### config.mk
export PLATFORM = sky130hd
export DESIGN_NAME = alu_exception_unit
export DESIGN_NICKNAME = d
export VERILOG_FILES = /design/src/rtl/alu_pkg.sv /design/src/rtl/alu_exception_unit_sat_counter.sv /design/src/rtl/alu_exception_unit.sv
export SDC_FILE = /design/constraint.sdc
export NUM_CORES = 1
export LEC_CHECK = 0
export BUFFER_PORTS_ARGS = -buffer_cell sky130_fd_sc_hd__buf_2
export CAP_MARGIN = 10
export CORE_MARGIN = 2
export CORE_UTILIZATION = 40
export CTS_CLUSTER_DIAMETER = 200
export DETAILED_ROUTE_END_ITERATION = 10
export PLACE_DENSITY = 0.81
export SYNTH_ARGS = -nofsm -noshare
export SYNTH_HDL_FRONTEND = slang
export SYNTH_SLANG_ARGS = --single-unit
### constraint.sdc
create_clock -name clk -period 1.7 [get_ports clk]
set_clock_uncertainty 0.15 [all_clocks]
set_input_delay 0.17 -clock clk [delete_from_list [all_inputs] [get_ports clk]]
set_output_delay 0.17 -clock clk [all_outputs]
set_load 0.005 [all_outputs]
### src/rtl/alu_pkg.sv
// Shared definitions for the EX-stage ALU and its exception unit:
// ALU control codes, status-word bit positions, exception cause codes
// and the exception FSM state encoding.
package alu_pkg;

    localparam int unsigned CTRL_W   = 4;
    localparam int unsigned STATUS_W = 8;
    localparam int unsigned CAUSE_W  = 5;
    localparam int unsigned XLEN     = 32;

    // ALU control codes
    localparam logic [CTRL_W-1:0] ALU_AND  = 4'd0;
    localparam logic [CTRL_W-1:0] ALU_OR   = 4'd1;
    localparam logic [CTRL_W-1:0] ALU_ADD  = 4'd2;
    localparam logic [CTRL_W-1:0] ALU_ADDU = 4'd3;
    localparam logic [CTRL_W-1:0] ALU_SUB  = 4'd4;
    localparam logic [CTRL_W-1:0] ALU_SUBU = 4'd5;
    localparam logic [CTRL_W-1:0] ALU_SLT  = 4'd6;
    localparam logic [CTRL_W-1:0] ALU_XOR  = 4'd7;
    localparam logic [CTRL_W-1:0] ALU_NOR  = 4'd8;
    localparam logic [CTRL_W-1:0] ALU_SLL  = 4'd9;
    localparam logic [CTRL_W-1:0] ALU_SRL  = 4'd10;
    localparam logic [CTRL_W-1:0] ALU_SRA  = 4'd11;
    localparam logic [CTRL_W-1:0] ALU_MUL  = 4'd12;
    localparam logic [CTRL_W-1:0] ALU_DIV  = 4'd13;
    localparam logic [CTRL_W-1:0] ALU_DIVU = 4'd14;
    localparam logic [CTRL_W-1:0] ALU_LUI  = 4'd15;

    // Status word bit positions; bits [1:0] are reserved
    localparam int unsigned ST_Z   = 7;
    localparam int unsigned ST_V   = 6;
    localparam int unsigned ST_C   = 5;
    localparam int unsigned ST_N   = 4;
    localparam int unsigned ST_ODD = 3;
    localparam int unsigned ST_DZ  = 2;

    // Reserved bits never reach the flag registers
    localparam logic [STATUS_W-1:0] STATUS_MASK = 8'hFC;

    // Exception cause codes
    localparam logic [CAUSE_W-1:0] CAUSE_OV = 5'd12;
    localparam logic [CAUSE_W-1:0] CAUSE_DZ = 5'd16;

    typedef enum logic [1:0] {
        EXC_IDLE     = 2'd0,
        EXC_FLUSH    = 2'd1,
        EXC_WAIT_ACK = 2'd2
    } exc_state_e;

    // Divide-by-zero outranks overflow when both trap in the same op
    function automatic logic [CAUSE_W-1:0] trap_cause(input logic dz_trap);
        return dz_trap ? CAUSE_DZ : CAUSE_OV;
    endfunction

endpackage

### src/rtl/alu_exception_unit_sat_counter.sv
// Saturating event counter.
//   clk, rst : clock, synchronous active-high reset
//   inc      : count one event (holds at all-ones)
//   clr      : zero the counter; wins over inc
//   q        : current count
module sat_counter #(
    parameter int unsigned W = 8
) (
    input  logic         clk,
    input  logic         rst,
    input  logic         inc,
    input  logic         clr,
    output logic [W-1:0] q
);

    logic [W-1:0] cnt_q;
    logic [W-1:0] cnt_d;

    // Next count: clear, saturating increment, or hold
    always_comb begin
        cnt_d = cnt_q;
        if (clr) begin
            cnt_d = '0;
        end else if (inc && (cnt_q != {W{1'b1}})) begin
            cnt_d = cnt_q + W'(1);
        end
    end

    always_ff @(posedge clk) begin
        if (rst) begin
            cnt_q <= '0;
        end else begin
            cnt_q <= cnt_d;
        end
    end

    assign q = cnt_q;

endmodule

### src/rtl/alu_exception_unit.sv
// EX-stage ALU status consumer: latches flags, keeps sticky flags and
// saturating V/DZ event counters, and raises a precise exception with
// cause and EPC for trapping overflow / divide-by-zero, flushing and
// stalling the pipeline until the control unit acknowledges.
//   clk, rst     : clock, synchronous active-high reset
//   alu_valid    : ALU result valid this cycle
//   alu_ctrl     : ALU control code (informational here)
//   alu_status   : {Z,V,C,N,odd,DZ,rsvd[1:0]}
//   ovf_trap_en  : instruction traps on V
//   pc_ex        : PC of the EX instruction
//   status_clr   : clear sticky flags and counters
//   exc_ack      : handler has been entered
//   flags_q      : flags of the last accepted op
//   sticky_q     : OR of accepted flags since reset/clear
//   exc_req      : exception pending
//   exc_cause    : cause code
//   epc          : faulting PC
//   flush        : one-cycle kill of IF/ID/EX
//   stall        : high whenever not IDLE
//   ovf_cnt      : saturating count of accepted V events
//   dz_cnt       : saturating count of accepted DZ events
module alu_exception_unit
    import alu_pkg::*;
#(
    parameter int unsigned CNT_W      = 8,
    parameter bit          DZ_TRAP_EN = 1'b1
) (
    input  logic                clk,
    input  logic                rst,
    input  logic                alu_valid,
    input  logic [CTRL_W-1:0]   alu_ctrl,
    input  logic [STATUS_W-1:0] alu_status,
    input  logic                ovf_trap_en,
    input  logic [XLEN-1:0]     pc_ex,
    input  logic                status_clr,
    input  logic                exc_ack,
    output logic [STATUS_W-1:0] flags_q,
    output logic [STATUS_W-1:0] sticky_q,
    output logic                exc_req,
    output logic [CAUSE_W-1:0]  exc_cause,
    output logic [XLEN-1:0]     epc,
    output logic                flush,
    output logic                stall,
    output logic [CNT_W-1:0]    ovf_cnt,
    output logic [CNT_W-1:0]    dz_cnt
);

    exc_state_e          state_q, state_d;
    logic [STATUS_W-1:0] flags_d, sticky_d, sticky_r_q;
    logic [STATUS_W-1:0] flags_r_q;
    logic [CAUSE_W-1:0]  cause_q, cause_d;
    logic [XLEN-1:0]     epc_q, epc_d;
    logic                exc_req_q, exc_req_d;
    logic                flush_q, flush_d;
    logic                stall_q, stall_d;

    logic                accept_c;
    logic                trap_dz_c;
    logic                trap_ov_c;
    logic [STATUS_W-1:0] status_m_c;

    // The control code does not influence trapping; trap enables arrive decoded
    logic                unused_alu_ctrl;
    assign unused_alu_ctrl = ^alu_ctrl;

    // Ops are only taken while no exception is in flight
    assign accept_c   = alu_valid && (state_q == EXC_IDLE);
    assign status_m_c = alu_status & STATUS_MASK;
    assign trap_dz_c  = accept_c && alu_status[ST_DZ] && DZ_TRAP_EN;
    assign trap_ov_c  = accept_c && alu_status[ST_V] && ovf_trap_en;

    // Next state, capture registers and flag registers
    always_comb begin
        state_d   = state_q;
        flags_d   = flags_r_q;
        sticky_d  = status_clr ? '0 : sticky_r_q;
        cause_d   = cause_q;
        epc_d     = epc_q;
        exc_req_d = 1'b0;
        flush_d   = 1'b0;
        stall_d   = 1'b0;

        if (accept_c) begin
            flags_d  = status_m_c;
            sticky_d = sticky_d | status_m_c;
        end

        case (state_q)
            EXC_IDLE: begin
                if (trap_dz_c || trap_ov_c) begin
                    state_d = EXC_FLUSH;
                    epc_d   = pc_ex;
                    cause_d = trap_cause(trap_dz_c);
                end
            end
            // Ack cannot be meaningful before the flush has been issued
            EXC_FLUSH: state_d = EXC_WAIT_ACK;
            EXC_WAIT_ACK: begin
                if (exc_ack) begin
                    state_d = EXC_IDLE;
                end
            end
            default: state_d = EXC_IDLE;
        endcase

        // Outputs are registered versions of the next-state decode
        exc_req_d = (state_d != EXC_IDLE);
        flush_d   = (state_d == EXC_FLUSH);
        stall_d   = (state_d != EXC_IDLE);
    end

    always_ff @(posedge clk) begin
        if (rst) begin
            state_q    <= EXC_IDLE;
            flags_r_q  <= '0;
            sticky_r_q <= '0;
            cause_q    <= '0;
            epc_q      <= '0;
            exc_req_q  <= 1'b0;
            flush_q    <= 1'b0;
            stall_q    <= 1'b0;
        end else begin
            state_q    <= state_d;
            flags_r_q  <= flags_d;
            sticky_r_q <= sticky_d;
            cause_q    <= cause_d;
            epc_q      <= epc_d;
            exc_req_q  <= exc_req_d;
            flush_q    <= flush_d;
            stall_q    <= stall_d;
        end
    end

    sat_counter #(.W(CNT_W)) u_ovf_cnt (
        .clk (clk),
        .rst (rst),
        .inc (accept_c && alu_status[ST_V]),
        .clr (status_clr),
        .q   (ovf_cnt)
    );

    sat_counter #(.W(CNT_W)) u_dz_cnt (
        .clk (clk),
        .rst (rst),
        .inc (accept_c && alu_status[ST_DZ]),
        .clr (status_clr),
        .q   (dz_cnt)
    );

    assign flags_q   = flags_r_q;
    assign sticky_q  = sticky_r_q;
    assign exc_req   = exc_req_q;
    assign exc_cause = cause_q;
    assign epc       = epc_q;
    assign flush     = flush_q;
    assign stall     = stall_q;

endmodule

# [Word-level counts from Yosys, hierarchy flattened]
# Cells that the tools add are included.
[classes] add_sub_neg=2 n_eq_ne=5 muxes=6 bitwise=1 reduce_logical=11
[op_table] op="8-bit by 1-bit adder with 8-bit output, second input constant" count=2
[op_table] op="8-bit 2-to-1 mux" count=2
[op_table] op="8-bit != test, second input constant" count=2
[op_table] op="8-bit bitwise OR" count=1
[op_table] op="1-bit logical AND" count=6
[op_table] op="2-bit case mux with 3 select lines" count=1
[op_table] op="5-bit 2-to-1 mux" count=1
[op_table] op="2-bit by 1-bit equality test with 1-bit output, second input constant" count=2
[op_table] op="2-bit 2-to-1 mux" count=2
[op_table] op="2-bit equality test, second input constant" count=1
[op_table] op="2-bit zero test" count=1
[op_table] op="2-bit AND reduction" count=1
[op_table] op="2-bit nonzero test" count=1
[op_table] op="2-bit OR reduction" count=1
[op_table] op="1-bit logical OR" count=1
[word_totals] regBits=71 in_bits=50 word_cells=34

# [Longest topological paths before layout]
[depth] word_depth=8 mapped_depth=6 depth_no_buf=5

# [Modules after synthesis]
# A second synthesis with hierarchy kept.
[unflattened] cells_unflattened=317 area_unflattened_um2=2836.5
[by_module_without_submodules] mod="alu_exception_unit" n_inst=1 cells_per_inst=223 area_each_um2=1965.6
[by_module_without_submodules] mod="sat_counter" n_inst=2 cells_per_inst=47 area_each_um2=435.4

# [Worst setup path before layout]
# Ideal clock, no wire load.
[synth_timing] path_kind="register to register" start="register u_ovf_cnt.cnt_q[0], in the netlist u_ovf_cnt.q[0]" end="register u_ovf_cnt.cnt_q[6], in the netlist u_ovf_cnt.q[6]" t_arrival_ns=1.410 required_time_ns=1.422 slack_ns=0.012 stages_incl_launch_ff=6 path_buffers=0 path_cell_list="dfxtp_1 ha_1 inv_1 nor4_1 mux2i_1 nor2_1"
[synth_via] elab_chain_cells=2
[synth_lines] item="start, declared" line="alu_exception_unit_sat_counter.sv:16" text="logic [W-1:0] cnt_q;"
[synth_lines] item="start signal, assigned" line="alu_exception_unit_sat_counter.sv:33" text="cnt_q <= cnt_d;"
[synth_lines] item="parallel branches: the longest is 2 deep, another holds 8-bit by 1-bit adder with 8-bit output"
# Several ways; the timed one is not identified.
# A chain may end at the register's enable or synchronous reset.

# [Final worst setup path]
[layout_timing] start="register state_q[0]" end="register epc_q[14], in the netlist epc[14]"
[layout_via] elab_chain_cells=6
[layout_lines] item="start, declared" line="alu_exception_unit.sv:48" text="exc_state_e state_q, state_d;"
[layout_lines] item="start signal, assigned" line="alu_exception_unit.sv:123" text="state_q <= state_d;"
[layout_lines] item="2-bit zero test (*)" line="alu_exception_unit.sv:67, alu_exception_unit.sv:88"
[layout_lines] item="1-bit logical AND" line="alu_exception_unit.sv:67" text="assign accept_c = alu_valid && (state_q == EXC_IDLE);"
[layout_lines] item="1-bit logical AND (2 in series)" line="alu_exception_unit.sv:70" text="assign trap_ov_c = accept_c && alu_status[ST_V] && ovf_trap_en;"
[layout_lines] item="1-bit logical OR" line="alu_exception_unit.sv:90" text="if (trap_dz_c || trap_ov_c) begin"
[layout_lines] item="2-bit AND reduction (no source line) (*)"
[layout_lines] item="end signal, assigned" line="alu_exception_unit.sv:127" text="epc_q <= epc_d;"
[layout_lines] item="end, declared" line="alu_exception_unit.sv:52" text="logic [XLEN-1:0] epc_q, epc_d;"
# Every way passes the cells marked *; elsewhere a longest branch is shown, timed or not.

==> flow_metrics.tcl <==
set metrics [dict create \
    run_status "finished, final reports clean" \
    yosysWarnings 0 \
    root_buffer "clkbuf_8" \
    fin_nets 516 \
    syn_avg_cell_area_um2 8.590 \
    area_growth_pct 50.46 \
    hold-worst-slack_ns 0.04630 \
    syn_inst 304 \
    crit_type "flop to flop" \
    drv_cap 0 \
    synth_edf_count 0 \
    total_power_uw 3367 \
    gp_congestion 0.8519 \
    start_util 0.4136 \
    critPathLaunchType "flop" \
    layout_common_cells "buf_2 (109), nand2_1 (83), dfxtp_1 (62)" \
    worstPathArrival_ns 1.73 \
    vias_per_cell 4.954 \
    grt_pass1_wl_mm 11.41 \
    cp.required_ns 1.80 \
    synth.distinct_cells 35 \
    multi_input_area_um2 1149 \
    htree_num_levels 3 \
    via_count 2705 \
    path_max_fanout 6 \
    fp.dieW_um 84.80 \
    clockBufferDepth 2 \
    antenna_left 0 \
    hpwl_mm 4.556 \
    finalHoldViolCount 0 \
    insertion_delay_ns 0.33 \
    grt_start_max_net_pins 51 \
    die_area_um2 7190 \
    fmax_mhz 613.7 \
    post_drt_wl_per_cell_um 13.56 \
    cts_made_buffers 9 \
    diodes 0 \
    hp-class "input port to flop" \
    syn_area_um2 2611 \
    slew_headroom 0.6627 \
    setup_viol 0 \
    antenna_found_initial 0 \
    tightest_slew_ns 0.5059 \
    grt_usage 0.2018 \
    p_per_area_nw_per_um2 857.1 \
    firstDrtPassIters 4 \
    endpoint_kind "flop" \
    cts_tree "built" \
    fillerInstances 533 \
    rows 29 \
    regArea_um2 1326 \
    port-buffer-count 109 \
    io_pins 122 \
    coreArea_um2 6314 \
    vdd_drop_max_v 0.0005297 \
    layout_commonest_cell "buf_2" \
    drive_above_1_share 0.3369 \
    async_reset_ff_frac 0 \
    die_h_um 84.80 \
    overflow 0 \
    seq_area_frac_synth 0.5060 \
    finalCritPeriodShare 0.9585 \
    cts.sinks 66 \
    path_clk_slew_ns 0.07 \
    synth_seq_cells 66 \
    wirelength_mm 7.403 \
    slew_violations 0 \
    timing.setup.tns_ns 0 \
    drc 0 \
    leakage_uw 0.001811 \
    drt_iter0_markers 90 \
    ys.flop_type "dfxtp_1" \
    first_global_vias 2561 \
    finalCriticalPeriod_ns 1.629 \
]
[final timing paths]
kind | startpoint | endpoint | slack [ns] | cells after the start
worst max-delay path | state_q[0] | epc[14] | 0.07 | 7
worst min-delay path | ovf_trap_en | exc_cause[3] | 0.05 | 3
worst max register to register | state_q[0] | epc[14] | 0.07 | 7
worst min register to register | epc[6] | epc[6] | 0.30 | 2
[timing repair]
item,4_1_cts,5_1_grt
hold buffers,38,0
hold endpoints to repair,41,0
setup endpoints to repair,0,27
resized for setup,0,12
setup buffers,0,1
[worst max-delay path, cell delays in order, from the launching register on]
cell and delay [ns]:
dfxtp_2 0.34, and4bb_4 0.26, buf_4 0.15, a21oi_4 0.17, buf_12 0.14, buf_12 0.11
nand2_1 0.06, a21oi_1 0.16
[sequential cells by signal (all words and copies together), names as in the netlist]
register / count
epc: 32
exc_cause: 2
flags_q: 6
flush: 1
stall: 1
state_q: 2
sticky_q: 6
u_dz_cnt.q: 8
u_ovf_cnt.q: 8
[metal layers]
| metal | vias up | global-route usage | part of all wire |
|---|---|---|---|
| met3 | 22 | 0.05113 | 0.058 |
| li1 | 1321 | - | - |
| met2 | 107 | 0.3644 | 0.52 |
| met5 | - | 0 | 0 |
| met1 | 1255 | 0.2157 | 0.39 |
| met4 | 0 | 0.1039 | 0.030 |
[synth_stat cells, drive strengths merged, types with 3 or more instances]
| cell type | number | area share |
|---|---|---|
| nand2 | 83 | 0.12 |
| dfxtp | 66 | 0.51 |
| nor2 | 22 | 0.032 |
| inv | 4 | 0.0057 |
| nor3 | 3 | 0.0057 |
| mux2i | 4 | 0.015 |
| xor2 | 5 | 0.017 |
| and2 | 3 | 0.0072 |
| buf | 16 | 0.051 |
| nand3 | 4 | 0.0077 |
| a21oi | 52 | 0.10 |
| nand4 | 4 | 0.0096 |
| o21ai | 4 | 0.0077 |
| clkbuf | 8 | 0.012 |
[final cells by class]
| class | instances | share of cell area |
|---|---|---|
| inverter | 4 | 0.003822 |
| clock buffer | 14 | 0.04395 |
| clock inverter | 2 | 0.002548 |
| timing repair buffer | 168 | 0.2952 |
| multi-input combinational | 215 | 0.2924 |
| tap | 77 | 0.02452 |
| sequential | 66 | 0.3376 |
[through the flow]
| step | worst slack (ns) | instances | util | cell area [um^2] |
|---|---|---|---|---|
| after global placement | 0.1197 | 489 | 0.5176 | 3268 |
| after global routing | -0.01401 | 546 | 0.6223 | 3929 |
| after floorplan | 0.01213 | 309 | - | 2630 |
| after detailed placement | 0.05167 | 489 | 0.5176 | 3268 |
| final | 0.07054 | 546 | 0.6223 | 3929 |
| after CTS | 0.01295 | 543 | 0.6068 | 3831 |
[cell families after synthesis]
logic type / after synthesis / synth area share
AND/OR/NAND/NOR: 130 / 0.2171
AO/OA/AOI/OAI: 66 / 0.1586
flip-flops: 66 / 0.5060
buffers and inverters: 28 / 0.06851
XOR/XNOR: 7 / 0.02348
multiplexers: 4 / 0.01533
adder cells (fa/ha/maj): 2 / 0.009582
other: 1 / 0.001436
[power by group]
part	internal [uW]	total [uW]	switching, uW	leakage [uW]
logic	267	505	238	0.00117
registers	1630	1670	41.1	0.000541
clock network	646	1200	550	0.0000965
Note: power is estimated with default switching activity, not from simulation.
